===== src/rtl/dm_port_arbiter.sv =====
`default_nettype none
// ============================================================================
// Module   : dm_port_arbiter
// Purpose  : Shares the single data-memory port between the M-stage
//            load/store unit (CPU) and a word-wide DMA requester. Each
//            transaction is IDLE -> ACC -> RESP. Generates byte enables,
//            write-lane replication and load extraction/extension, and
//            stalls the pipeline while a CPU access is outstanding.
// Ports    : clk, reset          - clock, synchronous active-high reset
//            cpu_*  (in)         - CPU request, width, address, store data
//            cpu_stall/done/err/rdata (out) - CPU handshake and load data
//            dma_*  (in)         - DMA word request
//            dma_gnt/rvalid/rdata (out)     - DMA handshake and raw read data
//            mem_we/addr/byteen/wd (out), mem_rd (in) - data-memory port
// Config   : DM_ARB_RR_EN - when defined, simultaneous requests alternate
//            (round-robin); otherwise the CPU always wins a tie.
// Revision : 1.0 - initial release
// ============================================================================
module dm_port_arbiter (
  input  logic        clk,
  input  logic        reset,
  input  logic        cpu_req,
  input  logic        cpu_we,
  input  logic [31:0] cpu_addr,
  input  logic [31:0] cpu_wd,
  input  logic [1:0]  cpu_width,
  input  logic        cpu_signed,
  output logic        cpu_stall,
  output logic        cpu_done,
  output logic        cpu_err,
  output logic [31:0] cpu_rdata,
  input  logic        dma_req,
  input  logic        dma_we,
  input  logic [31:0] dma_addr,
  input  logic [31:0] dma_wd,
  output logic        dma_gnt,
  output logic        dma_rvalid,
  output logic [31:0] dma_rdata,
  output logic        mem_we,
  output logic [31:0] mem_addr,
  output logic [3:0]  mem_byteen,
  output logic [31:0] mem_wd,
  input  logic [31:0] mem_rd
);

  typedef enum logic [1:0] {
    ST_IDLE = 2'd0,
    ST_ACC  = 2'd1,
    ST_RESP = 2'd2
  } state_t;

  localparam logic       OWN_CPU = 1'b0;
  localparam logic       OWN_DMA = 1'b1;
  localparam logic [1:0] W_WORD  = 2'b00;
  localparam logic [1:0] W_HALF  = 2'b01;
  localparam logic [1:0] W_BYTE  = 2'b10;

  state_t      state_q, state_d;
  logic        owner_q, owner_d;
  logic        we_q, we_d;
  logic [31:0] addr_q, addr_d;
  logic [31:0] wd_q, wd_d;
  logic [1:0]  width_q, width_d;
  logic        signed_q, signed_d;
  logic        err_q, err_d;
  logic [31:0] rd_q, rd_d;
`ifdef DM_ARB_RR_EN
  logic        last_owner_q, last_owner_d;
`endif

  logic        cpu_wins;
  logic        cpu_misalign;
  logic [3:0]  lane_be;
  logic [31:0] lane_wd;
  logic [15:0] half_sel;
  logic [7:0]  byte_sel;
  logic [31:0] load_ext;

  // Arbitration: a lone requester always wins; only ties differ by build.
  always_comb begin
`ifdef DM_ARB_RR_EN
    cpu_wins = cpu_req & (~dma_req | (last_owner_q == OWN_DMA));
`else
    cpu_wins = cpu_req;
`endif
  end

  // Misalignment of the incoming CPU request; width 2'b11 behaves as word.
  always_comb begin
    unique case (cpu_width)
      W_HALF:  cpu_misalign = cpu_addr[0];
      W_BYTE:  cpu_misalign = 1'b0;
      default: cpu_misalign = (cpu_addr[1:0] != 2'b00);
    endcase
  end

  // Lane enables and replicated write data from the latched fields. DMA is
  // latched as a word access, so it naturally gets 4'b1111 and raw data.
  always_comb begin
    unique case (width_q)
      W_HALF: begin
        lane_be = addr_q[1] ? 4'b1100 : 4'b0011;
        lane_wd = {2{wd_q[15:0]}};
      end
      W_BYTE: begin
        lane_be = 4'b0001 << addr_q[1:0];
        lane_wd = {4{wd_q[7:0]}};
      end
      default: begin
        lane_be = 4'b1111;
        lane_wd = wd_q;
      end
    endcase
  end

  // Load extraction and sign/zero extension.
  always_comb begin
    half_sel = addr_q[1] ? mem_rd[31:16] : mem_rd[15:0];
    unique case (addr_q[1:0])
      2'd0:    byte_sel = mem_rd[7:0];
      2'd1:    byte_sel = mem_rd[15:8];
      2'd2:    byte_sel = mem_rd[23:16];
      default: byte_sel = mem_rd[31:24];
    endcase
    unique case (width_q)
      W_HALF:  load_ext = {{16{signed_q & half_sel[15]}}, half_sel};
      W_BYTE:  load_ext = {{24{signed_q & byte_sel[7]}}, byte_sel};
      default: load_ext = mem_rd;
    endcase
  end

  // Next-state and output logic.
  always_comb begin
    state_d    = state_q;
    owner_d    = owner_q;
    we_d       = we_q;
    addr_d     = addr_q;
    wd_d       = wd_q;
    width_d    = width_q;
    signed_d   = signed_q;
    err_d      = err_q;
    rd_d       = rd_q;
`ifdef DM_ARB_RR_EN
    last_owner_d = last_owner_q;
`endif
    mem_we     = 1'b0;
    mem_addr   = 32'h0;
    mem_byteen = 4'b0000;
    mem_wd     = 32'h0;
    dma_gnt    = 1'b0;
    cpu_done   = 1'b0;
    cpu_err    = 1'b0;
    cpu_rdata  = 32'h0;
    dma_rvalid = 1'b0;
    dma_rdata  = 32'h0;

    unique case (state_q)
      ST_IDLE: begin
        if (cpu_req | dma_req) begin
          state_d = ST_ACC;
          if (cpu_wins) begin
            owner_d  = OWN_CPU;
            we_d     = cpu_we;
            addr_d   = cpu_addr;
            wd_d     = cpu_wd;
            width_d  = cpu_width;
            signed_d = cpu_signed;
            err_d    = cpu_misalign;
          end else begin
            // Low address bits are carried along but never matter: the
            // access is a word, mem_addr masks them and no misalign check.
            owner_d  = OWN_DMA;
            we_d     = dma_we;
            addr_d   = dma_addr;
            wd_d     = dma_wd;
            width_d  = W_WORD;
            signed_d = 1'b0;
            err_d    = 1'b0;
          end
`ifdef DM_ARB_RR_EN
          last_owner_d = cpu_wins ? OWN_CPU : OWN_DMA;
`endif
        end
      end

      ST_ACC: begin
        state_d = ST_RESP;
        if (!reset) begin
          // Reset during ACC aborts the write in the same cycle.
          mem_we     = we_q & ~err_q;
          mem_byteen = (we_q & ~err_q) ? lane_be : 4'b0000;
          mem_addr   = {addr_q[31:2], 2'b00};
          mem_wd     = lane_wd;
          dma_gnt    = (owner_q == OWN_DMA);
        end
        if (owner_q == OWN_DMA) begin
          rd_d = mem_rd;
        end else begin
          rd_d = (err_q | we_q) ? 32'h0 : load_ext;
        end
      end

      ST_RESP: begin
        state_d = ST_IDLE;
        // Pulses are suppressed if reset lands in RESP; requester re-issues.
        if (!reset) begin
          if (owner_q == OWN_CPU) begin
            cpu_done  = 1'b1;
            cpu_err   = err_q;
            cpu_rdata = rd_q;
          end else begin
            dma_rvalid = 1'b1;
            dma_rdata  = rd_q;
          end
        end
      end

      default: state_d = ST_IDLE;
    endcase
  end

  assign cpu_stall = cpu_req & ~cpu_done & ~reset;

  always_ff @(posedge clk) begin
    if (reset) begin
      state_q  <= ST_IDLE;
      owner_q  <= OWN_CPU;
      we_q     <= 1'b0;
      addr_q   <= 32'h0;
      wd_q     <= 32'h0;
      width_q  <= W_WORD;
      signed_q <= 1'b0;
      err_q    <= 1'b0;
      rd_q     <= 32'h0;
`ifdef DM_ARB_RR_EN
      // DMA as "last owner" lets the CPU win the first tie after reset.
      last_owner_q <= OWN_DMA;
`endif
    end else begin
      state_q  <= state_d;
      owner_q  <= owner_d;
      we_q     <= we_d;
      addr_q   <= addr_d;
      wd_q     <= wd_d;
      width_q  <= width_d;
      signed_q <= signed_d;
      err_q    <= err_d;
      rd_q     <= rd_d;
`ifdef DM_ARB_RR_EN
      last_owner_q <= last_owner_d;
`endif
    end
  end

endmodule
`default_nettype wire


===== config.mk =====
export PLATFORM = sky130hd
export DESIGN_NAME = dm_port_arbiter
export DESIGN_NICKNAME = d
export VERILOG_FILES = /design/src/rtl/dm_port_arbiter.sv
export SDC_FILE = /design/constraint.sdc
export NUM_CORES = 1
export LEC_CHECK = 0
export BUFFER_PORTS_ARGS = -buffer_cell sky130_fd_sc_hd__buf_4
export CORE_AREA = 2 2 120 122
export CTS_BUF_LIST = sky130_fd_sc_hd__clkbuf_4 sky130_fd_sc_hd__clkbuf_8
export DETAILED_ROUTE_END_ITERATION = 6
export DIE_AREA = 0 0 122 124
export PLACE_DENSITY = 0.77
export SLEW_MARGIN = 20
export SYNTH_ARGS = -nofsm -noshare
export SYNTH_HDL_FRONTEND = slang
export SYNTH_SLANG_ARGS = --single-unit

===== constraint.sdc =====
create_clock -name clk -period 4.48 [get_ports clk]
set_input_delay 0.448 -clock clk [delete_from_list [all_inputs] [get_ports clk]]
set_output_delay 0.448 -clock clk [all_outputs]
set_load 0.005 [all_outputs]

Word-level counts from Yosys, hierarchy flattened --
Cells that the tools add are included.
Word-level totals: word-level logic and storage cells 77, bits in registers 104, input bits 169
Operators by class: bitwise logic cells 10, reduce and logical (&&, ||, !) cells 4, shifts and indexed selects 1, mux-type cells 44, eq/ne operators 9
Operators by type and width (count):
- $mux 32 | 14
- $pmux 32 s2 | 2
- $pmux 8 s3 | 1
- $mux 1 | 17
- $mux 16 | 1
- $mux 4 | 4
- $eq 2x1->1 const B | 4
- $eq 2x2->1 const B | 4
- $pmux 4 s2 | 1
- $and 1x1->1 | 5
- $logic_not 2->1 | 2
- $mux 2 | 2
- $pmux 2 s2 | 1
- $shl 1x2->4 const A | 1
- $not 1->1 | 3
- $ne 2x2->1 const B | 1
- $or 1x1->1 | 2
- $pmux 1 s2 | 1
- $reduce_and 2->1 | 1
- $reduce_bool 2->1 | 1

Longest topological paths before layout --
Gate-level depths: netlist of the first run.
depth after elaboration 6, depth in mapped cells 8

Worst setup path after synthesis of the first run --
No wires, ideal clock.
path type reg2out, start point reg width_q[0], end point out mem_wd[23], data arrival time 1.565 ns, cell stages (with the launch flop) 8, path slack 2.467 ns, buffers on the path 3, required time 4.032 ns, cell sequence dfxtp_1 > inv_1 > ha_1 > buf_2 > clkbuf_1 > buf_2 > a22oi_1 > nor2_1
Between the ends: longest elaborated chain between the ends 4
Ends and longest elaborated chain:
- start, declared | RTL line 63 | logic [1:0] width_q, width_d;
- start signal, assigned | RTL line 245 | width_q <= width_d;
- $eq 2x2->1 or $eq 2x1->1 (tied branches) | RTL line 100 | unique case (width_q)
- $pmux 32 s2 (*) | RTL line 100
- $mux 32 (*) | RTL line 188 | if (!reset) begin
- $mux 32 (*) | RTL line 157 | unique case (state_q)
- end, declared | RTL line 42 | output logic [31:0] mem_wd,
Every way passes the cells marked *; elsewhere a longest branch is shown, timed or not.

Worst setup path after layout of the first run --
start point reg state_q[0], end point out mem_byteen[3]
Between the ends: longest elaborated chain between the ends 2
Ends and longest elaborated chain:
- start, declared | RTL line 58 | state_t state_q, state_d;
- start signal, assigned | RTL line 240 | state_q <= state_d;
- $eq 2x1->1 | RTL line 157
- $mux 4 | RTL line 157
- end, declared | RTL line 41 | output logic [3:0] mem_byteen,
Every way passes these cells.

==> flow_metrics.py, run 1 <==
metrics = {
    "detailed_routing": {
        "drtPass1Iterations": 5,
        "drt_first_iter_violations": 358,
        "routedWlPerCell_um": 16.2,
        "avgViaCountPerCell": 5.23,
        "vias": 6176,
        "route.detailed.drc": 0,
        "antenna_left": 0,
        "routed_wl_um": 19100,
    },
    "status": {
        "status": "completed",
    },
    "synthesis": {
        "yosysWarnings": 0,
        "seq_area_frac_synth": 0.340,
        "synthArstFlopShare": 0,
        "synthFlopType": "dfxtp_1",
        "synth_edf_count": 0,
        "syn_area_mm2": 0.00612,
        "syn_inst": 739,
        "synth.avg_cell_area_um2": 8.28,
        "ys_types": 44,
        "synth_seq_cells": 104,
    },
    "finish": {
        "area_growth_pct": 40.3,
        "nNetsFinal": 1167,
        "drive_gt1_frac": 0.360,
        "multiInputGateArea_mm2": 0.00367,
        "stdcell_area_mm2": 0.00858,
        "diodes": 0,
        "fillers": 1266,
        "seqCellArea_mm2": 0.00208,
    },
    "power": {
        "ir_drop_mv": 0.181,
        "power_density_mw_per_mm2": 262,
        "leakage_nw": 4.00,
    },
    "timing": {
        "worstMarginPinSlew_ps": 1040,
        "slew_headroom": 0.308,
        "worst_clock_skew_ps": 8.78,
        "period_minus_slack_ps": 3380,
        "final-setup-viol-count": 0,
        "period_share": 0.756,
        "finalHoldViolations": 0,
        "fin_tns_setup_ps": 0,
        "fmax_ghz": 0.295,
        "slew_viol_final": 0,
        "rsz0062_at_grt": "false",
    },
    "die": {
        "die_w_um": 122,
        "row_count": 43,
        "die_y_um": 124,
        "dieArea_mm2": 0.0151,
        "boundaryPins": 307,
        "core_mm2": 0.0137,
        "initial_core_util": 0.446,
    },
    "hold_path": {
        "hold_class": "input pin to flop",
    },
    "job": {
        "cap_violations": 0,
    },
    "clock_network": {
        "insertion_delay_ps": 370,
        "clk_transition_reported_paths_ps": 100,
        "cts.sinks": 104,
        "post_cts_resized": 0,
        "numCtsBuffers": 9,
        "cts_tree": "yes",
        "cts-root-buf": "clkbuf_8",
        "cts_hold_buf": 0,
        "h-tree-depth": 3,
        "postCtsSetupRepairBufs": 0,
        "clockBufferDepth": 2,
    },
    "placement": {
        "placed_area_mm2": 0.00839,
        "gp_congestion": 0.857,
        "port_buffers": 304,
        "post-dp-hpwl_um": 14600,
    },
    "critical_path": {
        "path_class": "flop to primary output",
        "required_ps": 4030,
        "crit_path_start_kind": "flop",
        "crit_fanout": 52,
        "worstSetupEndpointType": "primary output",
        "cp_data_arrival_time_ps": 2940,
    },
    "grt": {
        "grt_pass1_vias": 5613,
        "grt_antenna_before_repair": 0,
        "grt_pass1_wl_um": 29100,
        "grt_util_all_layers": 0.245,
        "overflow": 0,
        "grt_start_max_net_pins": 93,
    },
}
## flip-flops by register name, indices dropped and copies added (netlist names)
signal / cells
err_q: 1
rd_q: 32
width_q: 2
addr_q: 32
signed_q: 1
state_q: 2
we_q: 1
owner_q: 1
wd_q: 32
## power breakdown
| group | switching, mW | internal [mW] | total [mW] |
|---|---|---|---|
| Sequential | 0.0752 | 1.02 | 1.09 |
| Clock | 0.322 | 0.260 | 0.583 |
| Combinational | 0.290 | 0.281 | 0.571 |
| Total | 0.688 | 1.56 | 2.25 |
## synth_stat cells, drive strengths merged, types with 14 or more instances
| library cell | n | share of area |
|---|---|---|
| and2 | 107 | 0.11 |
| nand2 | 37 | 0.023 |
| clkbuf | 37 | 0.023 |
| dfxtp | 104 | 0.34 |
| a21oi | 38 | 0.032 |
| a22oi | 27 | 0.033 |
| a211oi | 65 | 0.080 |
| inv | 20 | 0.012 |
| mux2i | 67 | 0.11 |
| o21ai | 27 | 0.028 |
| mux2 | 14 | 0.026 |
| nor2b | 15 | 0.015 |
| buf | 31 | 0.029 |
| nor2 | 92 | 0.056 |
## layout by cell type (no fill, tap or decap), drive strengths merged, types with 27 or more instances in the layout
| master | instances |
|---|---|
| mux2i | 67 |
| dfxtp | 104 |
| a21oi | 38 |
| a211oi | 65 |
| nand2 | 37 |
| a22oi | 27 |
| and2 | 107 |
| buf | 312 |
| nor2 | 92 |
| o21ai | 27 |
## area by class of cell
class / count / share of cell area
Clock buffer: 14 / 0.0210
Clock inverter: 2 / 0.00146
Inverter: 20 / 0.00875
Multi-Input combinational cell: 548 / 0.427
Sequential cell: 104 / 0.243
Tap cell: 180 / 0.0262
Timing Repair Buffer: 312 / 0.273
## worst paths after layout
path                                start                     to  slack (ps)  cells after the start
setup reg to reg  width_q[0]$_SDFFE_PP0P_  rd_q[24]$_SDFFE_PP0P_        1560                      7
hold / removal                 mem_rd[25]  rd_q[25]$_SDFFE_PP0P_         310                      3
hold reg to reg     rd_q[20]$_SDFFE_PP0P_  rd_q[20]$_SDFFE_PP0P_         460                      2
setup / recovery  state_q[0]$_SDFFE_PP0P_          mem_byteen[3]        1100                      7
## per-stage QoR
step                      total power, mW  std cells  setup WS (ps)  utilization  hold WS [ps]
after floorplan                      1.44        740           2470            -           431
after global placement               1.67       1164           1530        0.612           440
after detailed placement             1.68       1164           1480        0.612           446
after CTS                            2.26       1180           1050        0.626           295
after global routing                 2.36       1180            769        0.626           300
final                                2.25       1180           1100        0.626           313
## metal layers
| layer | up-vias | global-route usage | share of wire |
|---|---|---|---|
| met3 | 37 | 0.0444 | 0.064 |
| met4 | 0 | 0.0912 | 0.028 |
| met2 | 266 | 0.411 | 0.48 |
| li1 | 3121 | - | - |
| met1 | 2752 | 0.316 | 0.43 |
| met5 | - | 0 | 0 |
## critical path, cell delays in order, from the launching register on
cell      delay (ps)
dfxtp_1          410
and2b_1          490
nand2b_1         350
inv_2            650
nand3b_1         290
inv_1            140
o21a_1           130
buf_4            100
## cells by family after synthesis
family,synth area share
and+or+nand+nor,0.227
AOI/OAI and AO/OA,0.227
DFF,0.340
buffers and inverters,0.0640
muxes,0.135
adders and majority gates,0.00613
other,0.000613
(Power assumes the default switching activity.)
==> run 2, diff against run 1 <==
--- a/config.mk
+++ b/config.mk
@@ -6,11 +6,12 @@
 export NUM_CORES = 1
 export LEC_CHECK = 0
 export BUFFER_PORTS_ARGS = -buffer_cell sky130_fd_sc_hd__buf_4
-export CORE_AREA = 2 2 120 122
+export CORE_ASPECT_RATIO = 0.75
+export CORE_MARGIN = 2
+export CORE_UTILIZATION = 43
 export CTS_BUF_LIST = sky130_fd_sc_hd__clkbuf_4 sky130_fd_sc_hd__clkbuf_8
 export DETAILED_ROUTE_END_ITERATION = 6
-export DIE_AREA = 0 0 122 124
-export PLACE_DENSITY = 0.77
+export PLACE_DENSITY = 0.78
 export SLEW_MARGIN = 20
 export SYNTH_ARGS = -nofsm -noshare
 export SYNTH_HDL_FRONTEND = slang
==> constraint.sdc (replaced) <==
create_clock -name clk -period 2.8 [get_ports clk]
set_input_delay 0.28 -clock clk [delete_from_list [all_inputs] [get_ports clk]]
set_output_delay 0.28 -clock clk [all_outputs]
set_load 0.005 [all_outputs]
==> run 2 against run 1 <==
Register-to-register slack got worse by 1000 ps. Sequential power increased by 61%. Die area increased by 0.55%. Worst hold slack got worse by 170 ps. Clock skew increased by 2.4 ps. Clock power increased by 68%. Clock-buffer cell count decreased by 5. Flip-flop and latch count unchanged. Final area increased by 1.1%. Combinational power increased by 64%. First-iteration DRC count increased by 13%. Non-clock buffer count increased by 9. Largest cell class unchanged. Highest routed layer unchanged.
==> flow_metrics.py, run 2 (synthesis results as in run 1) <==
metrics = {
    "status": {
        "status": "completed",
    },
    "critical_path": {
        "r2r_cells": 6,
        "crit_fanout": 41,
        "crit_path_start_kind": "flop",
        "worstSetupEndpointType": "primary output",
        "crit_slowest_cell": "nor2_1",
        "crit_family": "simple AND/OR/NAND/NOR gates",
        "worst-path-buf-inv": 3,
        "rrSetupSlack_ps": 560,
        "r2r_start": "width_q[0]$_SDFFE_PP0P_",
        "path_class": "flop to primary output",
        "r2r-end": "rd_q[16]$_SDFFE_PP0P_",
        "max_stage_delay_ps": 460,
        "required_ps": 2520,
        "path_cells": "inv_1 > ha_1 > buf_4 > nor2_1 > a22oi_1 > nor2_1 > buf_4",
        "cp_data_arrival_time_ps": 2280,
    },
    "timing": {
        "fin_tns_setup_ps": 0,
        "fmax_ghz": 0.390,
        "period_share": 0.916,
        "slew_viol_final": 0,
        "final-setup-viol-count": 0,
        "rsz0062_at_grt": "false",
        "slew_headroom": 0.569,
        "worstMarginPinSlew_ps": 646,
        "hold_ws_ps": 142,
        "worst_clock_skew_ps": 11.2,
        "period_minus_slack_ps": 2560,
        "finalHoldViolations": 0,
    },
    "placement": {
        "post-dp-hpwl_um": 15600,
        "gp_congestion": 0.878,
        "port_buffers": 304,
    },
    "detailed_routing": {
        "route.detailed.drc": 0,
        "routedWlPerCell_um": 17.0,
        "drtPass1Iterations": 5,
        "avgViaCountPerCell": 5.30,
        "drt_first_iter_violations": 406,
        "antenna_left": 0,
        "routed_wl_um": 20200,
        "vias": 6272,
    },
    "die": {
        "initial_core_util": 0.444,
        "row_count": 37,
        "die_w_um": 142,
        "dieArea_mm2": 0.0152,
        "core_mm2": 0.0138,
        "die_y_um": 107,
        "boundaryPins": 307,
    },
    "clock_network": {
        "post_cts_resized": 0,
        "clockBufferDepth": 2,
        "h-tree-depth": 3,
        "cts_tree": "yes",
        "cts-root-buf": "clkbuf_8",
        "clk_transition_reported_paths_ps": 100,
        "cts.sinks": 104,
        "numCtsBuffers": 9,
        "postCtsSetupRepairBufs": 0,
        "insertion_delay_ps": 380,
        "cts_hold_buf": 0,
    },
    "grt": {
        "grt_antenna_before_repair": 0,
        "grt_pass1_wl_um": 30600,
        "grt_pass1_vias": 5698,
        "grt_start_max_net_pins": 69,
        "grt_util_all_layers": 0.257,
        "overflow": 0,
    },
    "hold_path": {
        "hold_class": "input pin to flop",
        "hold_start": "mem_rd[25]",
        "min_to": "rd_q[25]$_SDFFE_PP0P_",
        "hold_path_depth": 3,
    },
    "power": {
        "ir_drop_mv": 0.215,
        "leakage_nw": 4.05,
        "power_density_mw_per_mm2": 423,
    },
    "job": {
        "cap_violations": 0,
    },
    "finish": {
        "drive_gt1_frac": 0.366,
        "nNetsFinal": 1176,
        "area_growth_pct": 41.8,
        "largestRegisters": "addr_q (32), rd_q (32), wd_q (32)",
        "utilization": 0.629,
        "seqCellArea_mm2": 0.00208,
        "layout_common_cells": "buf_4, and2_1, dfxtp_1",
        "diodes": 0,
        "layout_commonest_cell": "buf_4",
        "multiInputGateArea_mm2": 0.00367,
        "fillers": 1219,
    },
}
## run 2: cell types whose count changed in the layout (fill, tap and decap cells not counted), sizes merged
cell / before / now
buf: 312 / 321
clkbuf: 14 / 9
bufinv: 0 / 1
clkinvlp: 1 / 2
inv: 20 / 23
## run 2: cell type report
cell class / count / share of cell area
clock buffer: 9 / 0.0143
clock inverter: 7 / 0.00880
tap: 175 / 0.0252
multi-input combinational: 548 / 0.422
inverter: 20 / 0.00865
timing repair buffer: 321 / 0.281
sequential: 104 / 0.240
## run 2: where the power goes
part / switching (mW) / internal [mW]
logic: 0.474 / 0.464
registers: 0.126 / 1.63
clock network: 0.560 / 0.422
## run 2: tightest hold or removal path, cell delays in order
cell and delay (ps):
buf_4 90, a21oi_1 40, o21ai_2 90
## run 2: through the flow
stage | cell area (um2) | setup WS (ps) | power, mW | std cells
2_1_floorplan | 6120 | 955 | 2.31 | 740
3_3_place_gp | 8480 | 638 | 2.70 | 1168
3_5_place_dp | 8480 | 605 | 2.72 | 1168
4_1_cts | 8680 | 252 | 3.69 | 1184
5_1_grt | 8680 | 48.9 | 3.86 | 1184
6_report | 8680 | 236 | 3.67 | 1184
## run 2: how the worst max path moves through the flow
stage,from,to,cells past startpoint
2_1_floorplan,width_q[0]$_SDFFE_PP0P_,mem_wd[23],7
3_3_place_gp,reset,rd_q[7]$_SDFFE_PP0P_,6
3_5_place_dp,addr_q[1]$_SDFFE_PP0P_,rd_q[16]$_SDFFE_PP0P_,5
4_1_cts,width_q[0]$_SDFFE_PP0P_,mem_wd[23],7
5_1_grt,width_q[0]$_SDFFE_PP0P_,mem_wd[23],7
6_report,width_q[0]$_SDFFE_PP0P_,mem_wd[23],7
## run 2: per-layer routing
metal / part of all wire / track usage / up-vias
li1: - / - / 3137
met5: 0 / 0 / -
met1: 0.44 / 0.342 / 2845
met3: 0.079 / 0.0587 / 19
met2: 0.47 / 0.430 / 271
met4: 0.0096 / 0.0543 / 0
